## config.mk

```make
export PLATFORM = sky130hd
export DESIGN_NAME = uart_rx_param
export DESIGN_NICKNAME = d
export VERILOG_FILES = /design/src/rtl/uart_pkg.sv /design/src/rtl/uart_baud_tick.sv /design/src/rtl/uart_rx_param.sv
export SDC_FILE = /design/constraint.sdc
export NUM_CORES = 1
export LEC_CHECK = 0
export BUFFER_PORTS_ARGS = -buffer_cell sky130_fd_sc_hd__buf_2
export CORE_UTILIZATION = 30
export DETAILED_ROUTE_END_ITERATION = 8
export PLACE_DENSITY_LB_ADDON = 0.1
export RECOVER_POWER = 25
export SLEW_MARGIN = 20
export SYNTH_ARGS = -nofsm -noshare
export SYNTH_HDL_FRONTEND = slang
export SYNTH_SLANG_ARGS = --single-unit
```

## constraint.sdc

```tcl
create_clock -name clk -period 2.7 [get_ports clk]
set_input_delay 0.81 -clock clk [delete_from_list [all_inputs] [get_ports clk]]
set_output_delay 0.81 -clock clk [all_outputs]
set_load 0.02 [all_outputs]
```

## src/rtl/uart_pkg.sv

```systemverilog
// Shared definitions for the parametrised UART blocks: parity encodings, receiver
// FSM states and the baud divider rounding helper.
package uart_pkg;

  localparam int unsigned PAR_NONE = 0;
  localparam int unsigned PAR_ODD  = 1;
  localparam int unsigned PAR_EVEN = 2;

  typedef enum logic [2:0] {
    S_IDLE,
    S_START,
    S_DATA,
    S_PARITY,
    S_STOP
  } uart_state_e;

  // Clocks per oversample tick, rounded to nearest.
  function automatic int unsigned baud_div(input int unsigned clk_hz, input int unsigned baud,
                                           input int unsigned oversample);
    return (clk_hz + (baud * oversample) / 2) / (baud * oversample);
  endfunction

endpackage

```

## src/rtl/uart_baud_tick.sv

```systemverilog
// Oversample tick generator: one-clock tick every DIV clocks, phase held at zero while clr.
module uart_baud_tick import uart_pkg::*; #(
  parameter int unsigned CLK_HZ     = 12000000,
  parameter int unsigned BAUD       = 115200,
  parameter int unsigned OVERSAMPLE = 16
) (
  input  logic clk,
  input  logic rst,
  input  logic clr,
  output logic tick
);

  localparam int unsigned DIV = baud_div(CLK_HZ, BAUD, OVERSAMPLE);
  localparam int unsigned CW  = (DIV > 1) ? $clog2(DIV) : 1;

  if (DIV < 1) begin : g_div_check
    $error("uart_baud_tick: clock too slow for BAUD*OVERSAMPLE");
  end

  logic [CW-1:0] cnt_q;

  assign tick = !clr && (cnt_q == CW'(DIV - 1));

  always_ff @(posedge clk) begin
    if (!rst) begin
      cnt_q <= '0;
    end else if (clr || tick) begin
      cnt_q <= '0;
    end else begin
      cnt_q <= cnt_q + 1'b1;
    end
  end

endmodule

```

## src/rtl/uart_rx_param.sv

```systemverilog
// Parametrised UART receiver: oversampled 2-of-3 majority bit detection, optional parity,
// 1-2 stop bits, per-word error flags and a valid/ready output with overrun reporting.
module uart_rx_param import uart_pkg::*; #(
  parameter int unsigned CLK_HZ     = 12000000,
  parameter int unsigned BAUD       = 115200,
  parameter int unsigned OVERSAMPLE = 16,
  parameter int unsigned DATA_BITS  = 8,
  parameter int unsigned PARITY     = 0,
  parameter int unsigned STOP_BITS  = 1
) (
  input  logic                 clk,
  input  logic                 rst,
  input  logic                 rx,
  output logic [DATA_BITS-1:0] data,
  output logic                 valid,
  input  logic                 ready,
  output logic                 parity_err,
  output logic                 frame_err,
  output logic                 break_det,
  output logic                 overrun
);

  localparam int unsigned SW = $clog2(OVERSAMPLE);
  localparam int unsigned BW = $clog2(DATA_BITS + 1);
  localparam logic [SW-1:0] SMP_A   = SW'(OVERSAMPLE / 2 - 1);
  localparam logic [SW-1:0] SMP_B   = SW'(OVERSAMPLE / 2);
  localparam logic [SW-1:0] SMP_C   = SW'(OVERSAMPLE / 2 + 1);
  localparam logic [SW-1:0] SMP_END = SW'(OVERSAMPLE - 1);

  if (OVERSAMPLE < 8 || (OVERSAMPLE % 2) != 0) begin : g_os_check
    $error("uart_rx_param: OVERSAMPLE must be even and >= 8");
  end
  if (DATA_BITS < 5 || DATA_BITS > 9) begin : g_db_check
    $error("uart_rx_param: DATA_BITS must be 5..9");
  end
  if (PARITY > PAR_EVEN) begin : g_par_check
    $error("uart_rx_param: PARITY must be 0, 1 or 2");
  end
  if (STOP_BITS < 1 || STOP_BITS > 2) begin : g_stop_check
    $error("uart_rx_param: STOP_BITS must be 1 or 2");
  end

  logic                 sync1_q, sync2_q, rx_prev_q, armed_q;
  uart_state_e          state_q;
  logic [SW-1:0]        cnt_q;
  logic [1:0]           smp_q;
  logic [BW-1:0]        bit_idx_q;
  logic                 stop_idx_q;
  logic [DATA_BITS-1:0] shreg_q;
  logic                 par_q, ferr_q, zero_q;

  logic tick, clr, maj, mid_tick, end_tick, last_stop, done;
  logic frame_perr, frame_ferr, frame_brk;

  assign clr = (state_q == S_IDLE);

  uart_baud_tick #(
    .CLK_HZ    (CLK_HZ),
    .BAUD      (BAUD),
    .OVERSAMPLE(OVERSAMPLE)
  ) u_tick (
    .clk (clk),
    .rst (rst),
    .clr (clr),
    .tick(tick)
  );

  // Third sample is taken live so the majority is known on the tick of the last sample.
  assign maj       = (smp_q[1] & smp_q[0]) | (smp_q[1] & sync2_q) | (smp_q[0] & sync2_q);
  assign mid_tick  = tick && (cnt_q == SMP_C);
  assign end_tick  = tick && (cnt_q == SMP_END);
  assign last_stop = (stop_idx_q == 1'(STOP_BITS - 1));
  assign done      = (state_q == S_STOP) && mid_tick && last_stop;

  assign frame_ferr = ferr_q | ~maj;
  assign frame_brk  = zero_q & ~maj;

  always_comb begin
    frame_perr = 1'b0;
    if (PARITY == PAR_ODD) begin
      frame_perr = ~((^shreg_q) ^ par_q);
    end else if (PARITY == PAR_EVEN) begin
      frame_perr = (^shreg_q) ^ par_q;
    end
  end

  always_ff @(posedge clk) begin
    if (!rst) begin
      sync1_q    <= 1'b1;
      sync2_q    <= 1'b1;
      rx_prev_q  <= 1'b1;
      armed_q    <= 1'b1;
      state_q    <= S_IDLE;
      cnt_q      <= '0;
      smp_q      <= '0;
      bit_idx_q  <= '0;
      stop_idx_q <= 1'b0;
      shreg_q    <= '0;
      par_q      <= 1'b0;
      ferr_q     <= 1'b0;
      zero_q     <= 1'b0;
      data       <= '0;
      valid      <= 1'b0;
      parity_err <= 1'b0;
      frame_err  <= 1'b0;
      break_det  <= 1'b0;
      overrun    <= 1'b0;
    end else begin
      sync1_q   <= rx;
      sync2_q   <= sync1_q;
      rx_prev_q <= sync2_q;
      overrun   <= 1'b0;

      if (valid && ready) begin
        valid <= 1'b0;
      end

      if (tick) begin
        cnt_q <= (cnt_q == SMP_END) ? '0 : cnt_q + 1'b1;
        if (cnt_q == SMP_A || cnt_q == SMP_B) begin
          smp_q <= {smp_q[0], sync2_q};
        end
      end

      case (state_q)
        S_IDLE: begin
          cnt_q <= '0;
          // After a break the line must return high before a new start is accepted.
          if (sync2_q) begin
            armed_q <= 1'b1;
          end
          if (armed_q && rx_prev_q && !sync2_q) begin
            state_q    <= S_START;
            bit_idx_q  <= '0;
            stop_idx_q <= 1'b0;
            ferr_q     <= 1'b0;
            zero_q     <= 1'b1;
          end
        end
        S_START: begin
          if (mid_tick && maj) begin
            state_q <= S_IDLE;
          end else if (end_tick) begin
            state_q <= S_DATA;
          end
        end
        S_DATA: begin
          if (mid_tick) begin
            shreg_q   <= {maj, shreg_q[DATA_BITS-1:1]};
            bit_idx_q <= bit_idx_q + 1'b1;
            if (maj) begin
              zero_q <= 1'b0;
            end
          end
          if (end_tick && bit_idx_q == BW'(DATA_BITS)) begin
            state_q <= (PARITY != PAR_NONE) ? S_PARITY : S_STOP;
          end
        end
        S_PARITY: begin
          if (mid_tick) begin
            par_q <= maj;
            if (maj) begin
              zero_q <= 1'b0;
            end
          end
          if (end_tick) begin
            state_q <= S_STOP;
          end
        end
        S_STOP: begin
          if (mid_tick) begin
            if (!maj) begin
              ferr_q <= 1'b1;
            end else begin
              zero_q <= 1'b0;
            end
            if (last_stop) begin
              state_q <= S_IDLE;
              if (frame_brk) begin
                armed_q <= 1'b0;
              end
            end else begin
              stop_idx_q <= 1'b1;
            end
          end
        end
        default: state_q <= S_IDLE;
      endcase

      if (done) begin
        if (!valid || ready) begin
          data       <= shreg_q;
          parity_err <= frame_perr;
          frame_err  <= frame_ferr;
          break_det  <= frame_brk;
          valid      <= 1'b1;
        end else begin
          overrun <= 1'b1;
        end
      end
    end
  end

endmodule
```

==> flow_summary.json <==
{
  "drv_slew": 0,
  "tns_ps": 0,
  "place_area_um2": 2050,
  "power_leakage_nw": 0.800,
  "synthCells": 206,
  "via_per_inst": 4.91,
  "dpl.hpwl_um": 2770,
  "cts_setup_buffers": 0,
  "cp_common_cell": "clkbuf_1",
  "post-place-ws_ps": 929,
  "drt.antenna.violating_nets": 0,
  "postCtsHoldBufs": 0,
  "clock_sinks": 42,
  "cap_violations": 0,
  "first_global_vias": 1359,
  "async_flop_share": 0,
  "drtIter0Drc": 62,
  "grt_first_pass_wirelength_um": 6520,
  "max_slew_margin": 0.474,
  "crit_arrival_ps": 2170,
  "grt_start_max_net_pins": 20,
  "cts_buffer_depth": 2,
  "row_count": 28,
  "ys_warn_count": 0,
  "path_buf_inv": 2,
  "synth_seq_cells": 42,
  "layoutNonFillerInstCount": 294,
  "design_area_um2": 2150,
  "fill_cells": 669,
  "r2r.worst_path.cells": 5,
  "fin_skew_ps": 6.24,
  "cp_num_cells": 4,
  "ios": 17,
  "route.detailed.drc": 0,
  "clk_pin_slew_ps": 80,
  "layout-area-overhead-vs-synth_pct": 11.3,
  "setup_viol": 0,
  "gp_congestion": 0.720,
  "portBuffers": 15,
  "rsz0062_at_grt": "no",
  "hold_viol_final": 0,
  "crit_family": "buffers and inverters",
  "clock_latency_ps": 290,
  "vias": 1444,
  "tightest_slew_ps": 789,
  "netlist-cell-type-count": 46,
  "finish.utilization": 0.355,
  "wire_per_inst_um": 13.4,
  "post-route-min-period_ps": 2020,
  "synth_area_leader_cell": "dfxtp_1",
  "path_class": "in2reg",
  "path_cells": "clkbuf_1, clkbuf_1, nand3b_1, a2bb2oi_1",
  "finalPower_mw": 1.19,
  "start_util": 0.319,
  "synth_flop_cell": "dfxtp_1",
  "endpoint": "armed_q",
  "fin_nets": 229,
  "powerDensity_nw_per_um2": 553,
  "startpoint_type": "primary input",
  "synth_nets": 217,
  "ctsResizeCount": 0,
  "drive_gt1_frac": 0.110,
  "dp_cells": 286,
  "avgSynthCellArea_um2": 9.37,
  "fin_crit_sh": 0.748,
  "antenna_cells": 0,
  "critPathRequiredTime_ps": 2850,
  "grtUsageTotal": 0.130,
  "cts-htree-levels": 2,
  "antenna_found_initial": 0,
  "vdd_ir_drop_max_uv": 259,
  "multi_input_area_um2": 978,
  "crit_start": "rst",
  "die_h_um": 82.2,
  "synth-seq-area-share": 0.436,
  "fmax_mhz": 495,
  "drt_pass1_iterations": 4,
  "die_x_um": 82.2,
  "numCtsBuffers": 5,
  "die-area_um2": 6760,
  "wl_um": 3940,
  "r2r-start": "cnt_q[0]",
  "reg2reg_to": "data[3]",
  "synth_top_area_frac": 0.436,
  "cp_slowest_cell": "clkbuf_1",
  "synth.area.top_cells": "dfxtp_1, mux2i_1, nand2_1",
  "syn_area_um2": 1930,
  "regArea_um2": 841,
  "outcome": "finished clean",
  "min_path_type": "reg2reg",
  "coreArea_um2": 6060,
  "hold_ws_ps": 416,
  "cts_tree": "yes",
  "worstPathMaxFanout": 19,
  "overflow": 0,
  "r2r_slack_ps": 930,
  "layout_setup_ws_ps": 679,
  "crit_path_max_incr_delay_ps": 650,
  "root_buffer": "clkbuf_8",
  "synth-edff-count": 0,
  "cp-end-kind": "flip-flop"
}
[cell type report]
class / instances / area share
clock buffer: 6 / 0.0338
clock inverter: 2 / 0.0175
inverter: 9 / 0.0157
multi-input combinational: 141 / 0.455
sequential: 42 / 0.391
tap: 75 / 0.0437
timing repair buffer: 19 / 0.0431
[where the power goes]
group	leakage [nW]	switching (mW)	internal [mW]
combinational	0.410	0.0374	0.0197
sequential	0.339	0.0140	0.628
clock	0.0514	0.214	0.276
[worst min path at each step]
stage	endpoint	depth (start not counted)	start	slack (ps)
3_3_place_gp	sync2_q	1	sync1_q	390
2_1_floorplan	sync2_q	1	sync1_q	390
5_1_grt	sync2_q	1	sync1_q	450
6_report	sync2_q	1	sync1_q	420
3_5_place_dp	sync2_q	1	sync1_q	400
4_1_cts	sync2_q	1	sync1_q	420
[layout by cell type, fill, tap and decap left out, types with 3 or more instances in the layout]
| cell | n |
|---|---|
| nand4_1 | 4 |
| ha_1 | 7 |
| nand2b_1 | 5 |
| nand3b_1 | 7 |
| a21oi_1 | 12 |
| nand2_1 | 28 |
| nor2b_1 | 4 |
| clkbuf_1 | 7 |
| clkbuf_8 | 5 |
| nor3b_1 | 3 |
| buf_2 | 11 |
| mux2i_1 | 22 |
| nand3_1 | 7 |
| o31ai_1 | 3 |
| nor2_1 | 4 |
| dfxtp_1 | 42 |
| inv_1 | 9 |
[sequential cells by signal (all words and copies together), names as in the netlist, 2 cells and up]
name / cells
data: 8
shreg_q: 8
bit_idx_q: 4
cnt_q: 4
state_q: 3
u_tick.cnt_q: 3
smp_q: 2
[metal layers]
| layer | wire length, µm | up-vias | track usage |
|---|---|---|---|
| met2 | 1740 | 14 | 0.193 |
| li1 | - | 749 | - |
| met5 | 0 | - | 0 |
| met3 | 108 | 4 | 0.0330 |
| met1 | 2030 | 677 | 0.176 |
| met4 | 50 | 0 | 0.0579 |
[cells in the mapped netlist (all sizes together), types with 2 or more instances]
cell type / count
or3b: 2
ha: 7
nand2b: 5
dfxtp: 42
clkbuf: 8
nand3: 8
nor2b: 4
o21a: 2
a21oi: 12
nor3b: 3
mux2i: 22
nor3: 2
nand3b: 7
o21ai: 4
o211ai: 2
inv: 9
nor2: 4
o31ai: 3
nand4: 4
buf: 6
or4: 2
nor4: 3
nand2: 28
[cells by family after synthesis]
kind of cell | share of synthesized area
AND/OR/NAND/NOR | 0.218
flip-flops | 0.436
AO/OA/AOI/OAI | 0.122
buffers and inverters | 0.0577
multiplexers | 0.114
adder cells (fa/ha/maj) | 0.0505
other | 0.00194
Power figures use the tool's default switching activity.
